--- src/rtl/tim6_psc_counter.sv ---
// TIM6 prescaler: loads the PSC preload into a shadow on update events and emits a
// count-enable pulse every shadow+1 enabled clocks. `TIM6_PSC_CNT_OUT_EN adds o_pcnt readback.
//
//  state  | meaning
//  IDLE   | cen low, prescaler frozen, no count pulses
//  RUN    | cen high, prescaler counting toward shadow
//  RELOAD | one cycle after ug: shadow reloaded, prescaler restarted
module tim6_psc_counter #(
    parameter int WIDTH = 16
) (
    input  logic             clk,
    input  logic             rst,
    input  logic             cen,
    input  logic [WIDTH-1:0] i_bpsc,
    input  logic             uev,
    input  logic             ug,
    output logic             o_ck_cnt,
    output logic [WIDTH-1:0] o_psc_shadow,
    output logic             o_ug_uev
`ifdef TIM6_PSC_CNT_OUT_EN
    ,
    output logic [WIDTH-1:0] o_pcnt
`endif
);

    typedef enum logic [1:0] {
        IDLE   = 2'd0,
        RUN    = 2'd1,
        RELOAD = 2'd2
    } state_t;

    state_t           state_q, state_d;
    logic [WIDTH-1:0] shadow_q, shadow_d;
    logic [WIDTH-1:0] pcnt_q, pcnt_d;
    logic             ck_cnt_q, ck_cnt_d;
    logic             ug_uev_q, ug_uev_d;
    logic             terminal;

    assign terminal = (pcnt_q == shadow_q);

    always_comb begin
        state_d  = state_q;
        shadow_d = shadow_q;
        pcnt_d   = pcnt_q;
        ck_cnt_d = 1'b0;
        ug_uev_d = 1'b0;
        if (ug) begin
            // ug wins over uev and drops any terminal pulse due this cycle
            state_d  = RELOAD;
            shadow_d = i_bpsc;
            pcnt_d   = '0;
            ug_uev_d = 1'b1;
        end else begin
            state_d = cen ? RUN : IDLE;
            if (cen) begin
                ck_cnt_d = terminal;
                pcnt_d   = terminal ? '0 : pcnt_q + 1'b1;
            end
            if (uev) begin
                shadow_d = i_bpsc;
                pcnt_d   = '0;
            end
        end
    end

    always_ff @(posedge clk or posedge rst) begin
        if (rst) begin
            state_q  <= IDLE;
            shadow_q <= '0;
            pcnt_q   <= '0;
            ck_cnt_q <= 1'b0;
            ug_uev_q <= 1'b0;
        end else begin
            state_q  <= state_d;
            shadow_q <= shadow_d;
            pcnt_q   <= pcnt_d;
            ck_cnt_q <= ck_cnt_d;
            ug_uev_q <= ug_uev_d;
        end
    end

    assign o_ck_cnt     = ck_cnt_q;
    assign o_psc_shadow = shadow_q;
    assign o_ug_uev     = ug_uev_q;
`ifdef TIM6_PSC_CNT_OUT_EN
    assign o_pcnt       = pcnt_q;
`endif

endmodule
--- config.mk ---
export PLATFORM = sky130hd
export DESIGN_NAME = tim6_psc_counter
export DESIGN_NICKNAME = d
export VERILOG_FILES = /design/src/rtl/tim6_psc_counter.sv
export SDC_FILE = /design/constraint.sdc
export NUM_CORES = 1
export LEC_CHECK = 0
export BUFFER_PORTS_ARGS = -buffer_cell sky130_fd_sc_hd__buf_2
export CORE_MARGIN = 2
export CORE_UTILIZATION = 40
export CTS_CLUSTER_SIZE = 20
export DETAILED_ROUTE_END_ITERATION = 8
export PLACE_DENSITY = 0.71
export SLEW_MARGIN = 10
export SYNTH_ARGS = -nofsm -noshare
export SYNTH_HDL_FRONTEND = slang
export SYNTH_SLANG_ARGS = --single-unit
--- constraint.sdc ---
create_clock -name clk -period 5.1 [get_ports clk]
set_input_delay 0.255 -clock clk [delete_from_list [all_inputs] [get_ports clk]]
set_output_delay 0.255 -clock clk [all_outputs]
set_load 0.005 [all_outputs]
==> results by group, run 1 <==
Floorplan
  • Die X: between 70 and 80 um
  • Core Region: about 0.0043 mm^2
  • Starting density of the core: 41.17%
  • Die ar.: 0.005001 mm^2
  • Die Ht: 70.72 um
  • IO Count: 39
  • Cell Rows: 24

Drt
  • DRT Wirelength: between 3000 and 4000 um
  • Post-DRT Antenna Nets: 0
  • Wirelength per Cell: between 10 and 15 um
  • DR vias/cell: 5.040
  • Routed vias: 1371
  • First-pass iteration count of the detailed router: 4
  • DR iter-0 viols: 45
  • Drc violations: 0

Power
  • Maximum vdd ir drop: ~0.00016 V
  • Leak Pwr: 0.9131 nW
  • PD cells: about 260 mW/mm^2

Logic synthesis
  • Syn_area_per_cell: between 9 and 10 um^2
  • Yosys reg bits: 34
  • Post-synthesis sequential area ratio: a little under half
  • YS warnings: 0
  • Mapped Nets: between 200 and 250
  • Syn Std Cell Area: 0.001780 mm^2
  • Mux contribution to synthesized area: 1.124%
  • Netlist cell types: 30
  • Adder-cell share of the synthesized area: less than 1%
  • Post-Synth Simple-Gate Area: a little under a quarter
  • Largest family of logic cells by synthesized area: simple AND/OR/NAND/NOR gates
  • Post-Synth XOR/XNOR Area: approximately an eighth
  • Compound-cell area share of the yosys netlist: about a tenth
  • Cells after Synth: about 180

Final layout
  • Final Util: a little under half
  • Area Growth Syn to Fin: 16.44%
  • Final net count: around 240
  • Ratio of cells with drive above 1 in the final layout: 23.64%
  • Antenna cells: 0

Critical path
  • CP peak stage delay: 0.84 ns
  • Largest delay contributor family on the critical path: simple AND/OR/NAND/NOR gates
  • Arrival time worst endpoint: 2.18 ns
  • CP required: 5.22 ns
  • Crit. End Element: flip-flop
  • Crit path buffers/inverters: 0
  • R2r setup slk: 3.04 ns
  • CP Launch Type: flip-flop
  • Crit-path max FO: 17
  • Worst reg2reg path endpoint: pcnt_q[1]$_DFFE_PP0P_
  • CP Cell Sequence: xnor2_1 -> nand4_1 -> nor4_4 -> o32ai_1
  • FF-to-FF path depth: 4
  • Slowest stage cell, crit path: nor4_4
  • WS Path Type: reg -> reg
  • RR Startpoint: pcnt_q[3]$_DFFE_PP0P_

Clocking
  • CTS Hold Bufs: 0
  • Number of H-tree levels: 2
  • Worst-skew pair later-pin latency: about 0.29 ns
  • Num CTS Buffers: 5
  • Clk sink count: 34
  • Root Buffer: clkbuf_8
  • Max clock buf depth: 2
  • CTS tree: yes
  • Post_cts resized: 0
  • Reg clk slew, reported paths: 0.06 ns
  • Total setup buffers inserted after CTS: 0

Timing
  • Slew headroom: between 40 and 50%
  • Fmax: a little under 500 MHz
  • Final WS setup: between 3 and 4 ns
  • Layout Skew: between 0.003 and 0.004 ns
  • Final period util: between 40% and 50%
  • RSZ-0062 raised after global routing: false
  • Hold Slack: ~0.055 ns
  • Hold Vio Cnt, Final: 0
  • Slew @ Worst Pin: slightly below 0.9 ns
  • Final Max Tran Viols: 0
  • Final setup viols: 0
  • Setup TNS: 0 ns
  • Final Critical Period: 2.058 ns

Run
  • Maxcap violations: 0

Placement
  • Post-DP HPWL: 2565 um
  • Place WS: approximately 3 ns
  • Final GP Congestion: between 0.7 and 0.8
  • Port bufs: 38

Global route
  • First-pass GRT wire length: 6292 um
  • Largest net degree at the start of global routing: 35
  • Initial antenna violation count: 0
  • Gr usage total: 16.25%
  • Grt total ovfl: 0
  • Vias in the first global route: between 1000 and 1500

Hold path
  • Hold Path Class: in -> async

Status
  • Status: finished clean
-- where the power goes --
group	internal (W)	switching, W	total, W
logic	0.0000273	0.0000336	0.0000609
registers	0.000281	0.0000111	0.000292
clock network	0.0000939	0.0000921	0.000186
total	0.000402	0.000137	0.000539
-- worst min-delay path, stage by stage --
cell and delay [ns]:
buf_2 0.09, inv_1 0.04, buf_4 0.38
-- area by class of cell --
cell class,count,area (um^2)
timing repair buffer,40,205.2
inverter,5,18.77
fill,423,2251
sequential,34,850.8
tap,52,65.06
clock buffer,7,76.32
multi-input combinational,134,857.1
-- synth_stat cells --
cell type / number / area [um^2]
o211ai_1: 1 / 7.510
a211oi_1: 13 / 97.59
a211oi_2: 1 / 12.51
ha_1: 1 / 12.51
o22ai_1: 1 / 6.260
dfrtp_1: 34 / 850.8
or2_2: 1 / 6.260
clkbuf_1: 7 / 26.28
nor2_1: 5 / 18.77
nand2b_1: 1 / 6.260
nand2_1: 53 / 198.9
o21ai_0: 1 / 5.000
inv_1: 5 / 18.77
nand3b_1: 1 / 7.510
nor4_4: 2 / 42.54
nand4_1: 5 / 31.28
buf_6: 2 / 22.52
mux2i_1: 2 / 20.02
clkbuf_2: 1 / 5.000
nor3_1: 4 / 20.02
nor4_1: 3 / 18.77
xnor2_1: 27 / 236.5
o311ai_2: 1 / 16.27
o32ai_1: 1 / 8.760
and3b_1: 1 / 8.760
and4_1: 1 / 8.760
nand3_1: 5 / 25.02
o31ai_2: 1 / 12.51
nand4_4: 1 / 21.27
a21o_1: 1 / 7.510
-- sequential cells by signal, indices dropped and copies added, names as in the netlist --
signal,flops
o_psc_shadow,16
pcnt_q,16
o_ck_cnt,1
o_ug_uev,1
-- worst max path at each step --
stage	slack [ns]	start	to	depth (start not counted)
floorplan	3.49	pcnt_q[3]$_DFFE_PP0P_	pcnt_q[2]$_DFFE_PP0P_	6
finish	3.04	pcnt_q[3]$_DFFE_PP0P_	pcnt_q[1]$_DFFE_PP0P_	4
CTS	3.02	pcnt_q[3]$_DFFE_PP0P_	pcnt_q[1]$_DFFE_PP0P_	4
global route	2.88	pcnt_q[3]$_DFFE_PP0P_	pcnt_q[1]$_DFFE_PP0P_	4
global placement	3.05	pcnt_q[3]$_DFFE_PP0P_	pcnt_q[1]$_DFFE_PP0P_	4
detailed placement	3.03	pcnt_q[3]$_DFFE_PP0P_	pcnt_q[1]$_DFFE_PP0P_	4
-- cell families after synthesis --
logic type	Yosys count
AOI/OAI and AO/OA	21
xor gates and xnor gates	27
adders and majority gates	1
buffers and inverters	15
DFF	34
muxes	2
and+or+nand+nor	83
-- metal layers --
metal | GRT usage [%] | vias to the layer above | wire, um
li1 | - | 697 | -
met4 | 6.918 | 0 | 75
met1 | 19.63 | 639 | 1650
met2 | 27.31 | 29 | 1836
met3 | 4.416 | 6 | 140
met5 | 0 | - | 0
-- metrics by stage --
| step | instance area, um^2 | power [W] | cells |
|---|---|---|---|
| after floorplan | 1780 | 0.0003302 | 183 |
| after global placement | 1997 | 0.0003586 | 265 |
| after detailed placement | 1997 | 0.0003600 | 265 |
| after CTS | 2073 | 0.0005446 | 272 |
| after global routing | 2073 | 0.0005655 | 272 |
| final | 2073 | 0.0005393 | 272 |
-- layout by cell type (no fill, tap or decap), types with 2 or more instances in the layout --
cell type  netlist  routed
nor4_1           3       3
dfrtp_1         34      34
clkbuf_1         7       2
a211oi_1        13      13
nand3_1          5       5
mux2i_1          2       2
clkbuf_8         0       5
xnor2_1         27      27
nand2_1         53      53
nor2_1           5       5
nand4_1          5       5
inv_1            5       5
nor3_1           4       4
buf_2            0      38
nor4_4           2       2
buf_4            0       2
No activity file was read; power rests on OpenSTA's default activity.
==> run 2: changes to the inputs <==
==> constraint.sdc (replaced) <==
create_clock -name clk -period 2.15 [get_ports clk]
set_input_delay 0.1075 -clock clk [delete_from_list [all_inputs] [get_ports clk]]
set_output_delay 0.1075 -clock clk [all_outputs]
set_load 0.005 [all_outputs]
==> run 2 against run 1 <==
Against the previous run: routed wire length rose by 2.3%; combinational power increased by 150%; clock skew is 0.0015 ns higher; first-iteration DRC count down 36%; largest power group unchanged; highest routed layer unchanged.
==> results by group, run 2 (synthesis gave the netlist of run 1 again) <==
Timing
  • Final Critical Period: 1.626 ns (-0.4314 ns)
  • Slew headroom: 61.84% (+22 points)
  • Final period util: 75.64% (+35 points)
  • Setup TNS: 0 ns (unchanged)
  • Final WS setup: 0.5237 ns (-2.519 ns)
  • Slew @ Worst Pin: 0.5689 ns (-0.3239 ns)
  • Final Max Tran Viols: 0 (unchanged)
  • Final setup viols: 0 (unchanged)
  • Layout Skew: 0.004683 ns (+0.001476 ns)
  • Fmax: 614.9 MHz (+27%)
  • RSZ-0062 raised after global routing: false
  • Hold Vio Cnt, Final: 0 (unchanged)

Clocking
  • Root Buffer: clkbuf_8
  • Worst-skew pair later-pin latency: 0.28 ns (about the same)
  • Total setup buffers inserted after CTS: 0 (unchanged)
  • CTS tree: yes
  • Num CTS Buffers: 5 (unchanged)
  • Reg clk slew, reported paths: 0.06 ns (about the same)
  • Clk sink count: 34 (unchanged)
  • Max clock buf depth: 2 (unchanged)
  • Number of H-tree levels: 2 (unchanged)

Critical path
  • Worst setup path endpoint: pcnt_q[12]$_DFFE_PP0P_
  • Critical path startpoint: pcnt_q[0]$_DFFE_PP0P_
  • Arrival time worst endpoint: 1.82 ns (-0.36 ns)
  • RR Startpoint: pcnt_q[0]$_DFFE_PP0P_
  • Crit-path max FO: 6 (-11)
  • Crit. End Element: flip-flop
  • Slowest stage cell, crit path: dfrtp_1
  • CP peak stage delay: 0.42 ns (-0.42 ns)
  • CP Launch Type: flip-flop
  • R2r setup slk: 0.52 ns (-2.52 ns)
  • WS Path Type: reg -> reg
  • Worst reg2reg path endpoint: pcnt_q[12]$_DFFE_PP0P_
  • CP Cell Sequence: ha_1 -> o311ai_2 -> nor4_1 -> xnor2_1 -> a211oi_1
  • FF-to-FF path depth: 5 (+1)
  • CP required: 2.34 ns (-2.88 ns)

Floorplan
  • Die Ht: 70.72 um (unchanged)
  • Die X: 70.72 um (unchanged)
  • Cell Rows: 24 (unchanged)
  • IO Count: 39 (unchanged)
  • Starting density of the core: 41.17% (unchanged)
  • Core Region: 0.004324 mm^2 (unchanged)
  • Die ar.: 0.005001 mm^2 (unchanged)

Final layout
  • Ratio of cells with drive above 1 in the final layout: 24.89% (+1.3 points)
  • Antenna cells: 0 (unchanged)
  • Commonest cells after routing, fill and taps aside: nand2_1, buf_2, dfrtp_1
  • Final net count: 247 (+2.1%)
  • Commonest non-fill, non-tap cell in the layout: nand2_1
  • Area Growth Syn to Fin: 18.69%
  • Filler Cells Inserted: 417 (-1.4%)

Drt
  • Wirelength per Cell: 13.68 um (+0.48%)
  • Routed vias: 1399 (+2.0%)
  • DR iter-0 viols: 29 (-36%)
  • Post-DRT Antenna Nets: 0 (unchanged)
  • DRT Wirelength: 3789 um (+2.3%)
  • DR vias/cell: 5.051 (+0.20%)
  • Drc violations: 0 (unchanged)
  • First-pass iteration count of the detailed router: 4 (unchanged)

Global route
  • Largest net degree at the start of global routing: 30 (-14%)
  • Routing usage on met3: 4.558% (+0.14 points)
  • Met1 usage: 19.69% (+0.054 points)
  • Grt total ovfl: 0 (unchanged)
  • Gr usage total: 16.38% (+0.13 points)
  • Vias in the first global route: 1444 (+9.1%)
  • Most crowded layer after global routing: met2
  • First-pass GRT wire length: 6437 um (+2.3%)
  • Initial antenna violation count: 0 (unchanged)
  • Met2 Use GR: 27.93% (+0.62 points)

Status
  • Status: finished clean

Hold path
  • Hold Path Class: in -> reg

Placement
  • Final GP Congestion: 0.7523 (-5.0%)
  • Place WS: 0.5415 ns (-2.484 ns)
  • Post-DP HPWL: 2721 um (+6.1%)
  • Port bufs: 38 (unchanged)

Power
  • Leak Pwr: 0.9381 nW (+2.7%)
  • PD cells: 606.0 mW/mm^2 (+130%)
  • Maximum vdd ir drop: 0.0005564 V (+250%)

Run
  • Maxcap violations: 0 (unchanged)
[run 2: area by class of cell]
class | count | area [um^2] | share of cell area, %
multi-input combinational | 134 | 857.1 | 40.56
sequential | 34 | 850.8 | 40.26
timing repair buffer | 45 | 245.2 | 11.60
clock buffer | 7 | 76.32 | 3.612
tap | 52 | 65.06 | 3.079
inverter | 5 | 18.77 | 0.8881
[run 2: power breakdown]
part	total (W)	switching (W)	internal, W
Combinational	0.000150	0.0000819	0.0000684
Sequential	0.000693	0.0000259	0.000667
Clock	0.000437	0.000215	0.000223
[run 2: critical path, delay by kind of cell (launching register included)]
family          cells  cell delay (ns)
compound gates      2             0.39
xor+xnor            1             0.10
fa+ha+maj           1             0.23
flops               1             0.42
simple gates        1             0.39
[run 2: worst min path at each step]
| stage | startpoint | endpoint | slack (ns) | cells past startpoint |
|---|---|---|---|---|
| after detailed placement | rst | o_psc_shadow[5]$_DFFE_PP0P_ | 0.08 | 2 |
| after global routing | ug | o_ug_uev$_DFF_PP0_ | 0.005 | 1 |
| after CTS | i_bpsc[4] | o_psc_shadow[4]$_DFFE_PP0P_ | 0.005 | 3 |
| after floorplan | ug | o_ug_uev$_DFF_PP0_ | 0.14 | 0 |
| after global placement | rst | pcnt_q[5]$_DFFE_PP0P_ | 0.07 | 2 |
| final | i_bpsc[4] | o_psc_shadow[4]$_DFFE_PP0P_ | 0.01 | 3 |
[run 2: stage by stage]
step	power [W]	hold slack (ns)	std cells	util, %	area [um^2]
floorplan	0.0007833	0.1389	183	-	1780
global placement	0.0008542	0.07126	269	46.88	2027
detailed placement	0.0008576	0.07579	269	46.88	2027
CTS	0.001297	0.004993	277	48.87	2113
global route	0.001340	0.005410	277	48.87	2113
finish	0.001281	0.01211	277	48.87	2113
[run 2: per-layer routing]
layer | vias up | routed length [um]
li1 | 706 | -
met1 | 661 | 1697
met2 | 27 | 1904
met3 | 5 | 122
met4 | 0 | 64
met5 | - | 0
[run 2: timing repair]
| action | CTS | global route |
|---|---|---|
| endpoints found under the hold margin | 7 | 0 |
| gates resized for setup | 0 | 0 |
| hold buffers | 1 | 0 |
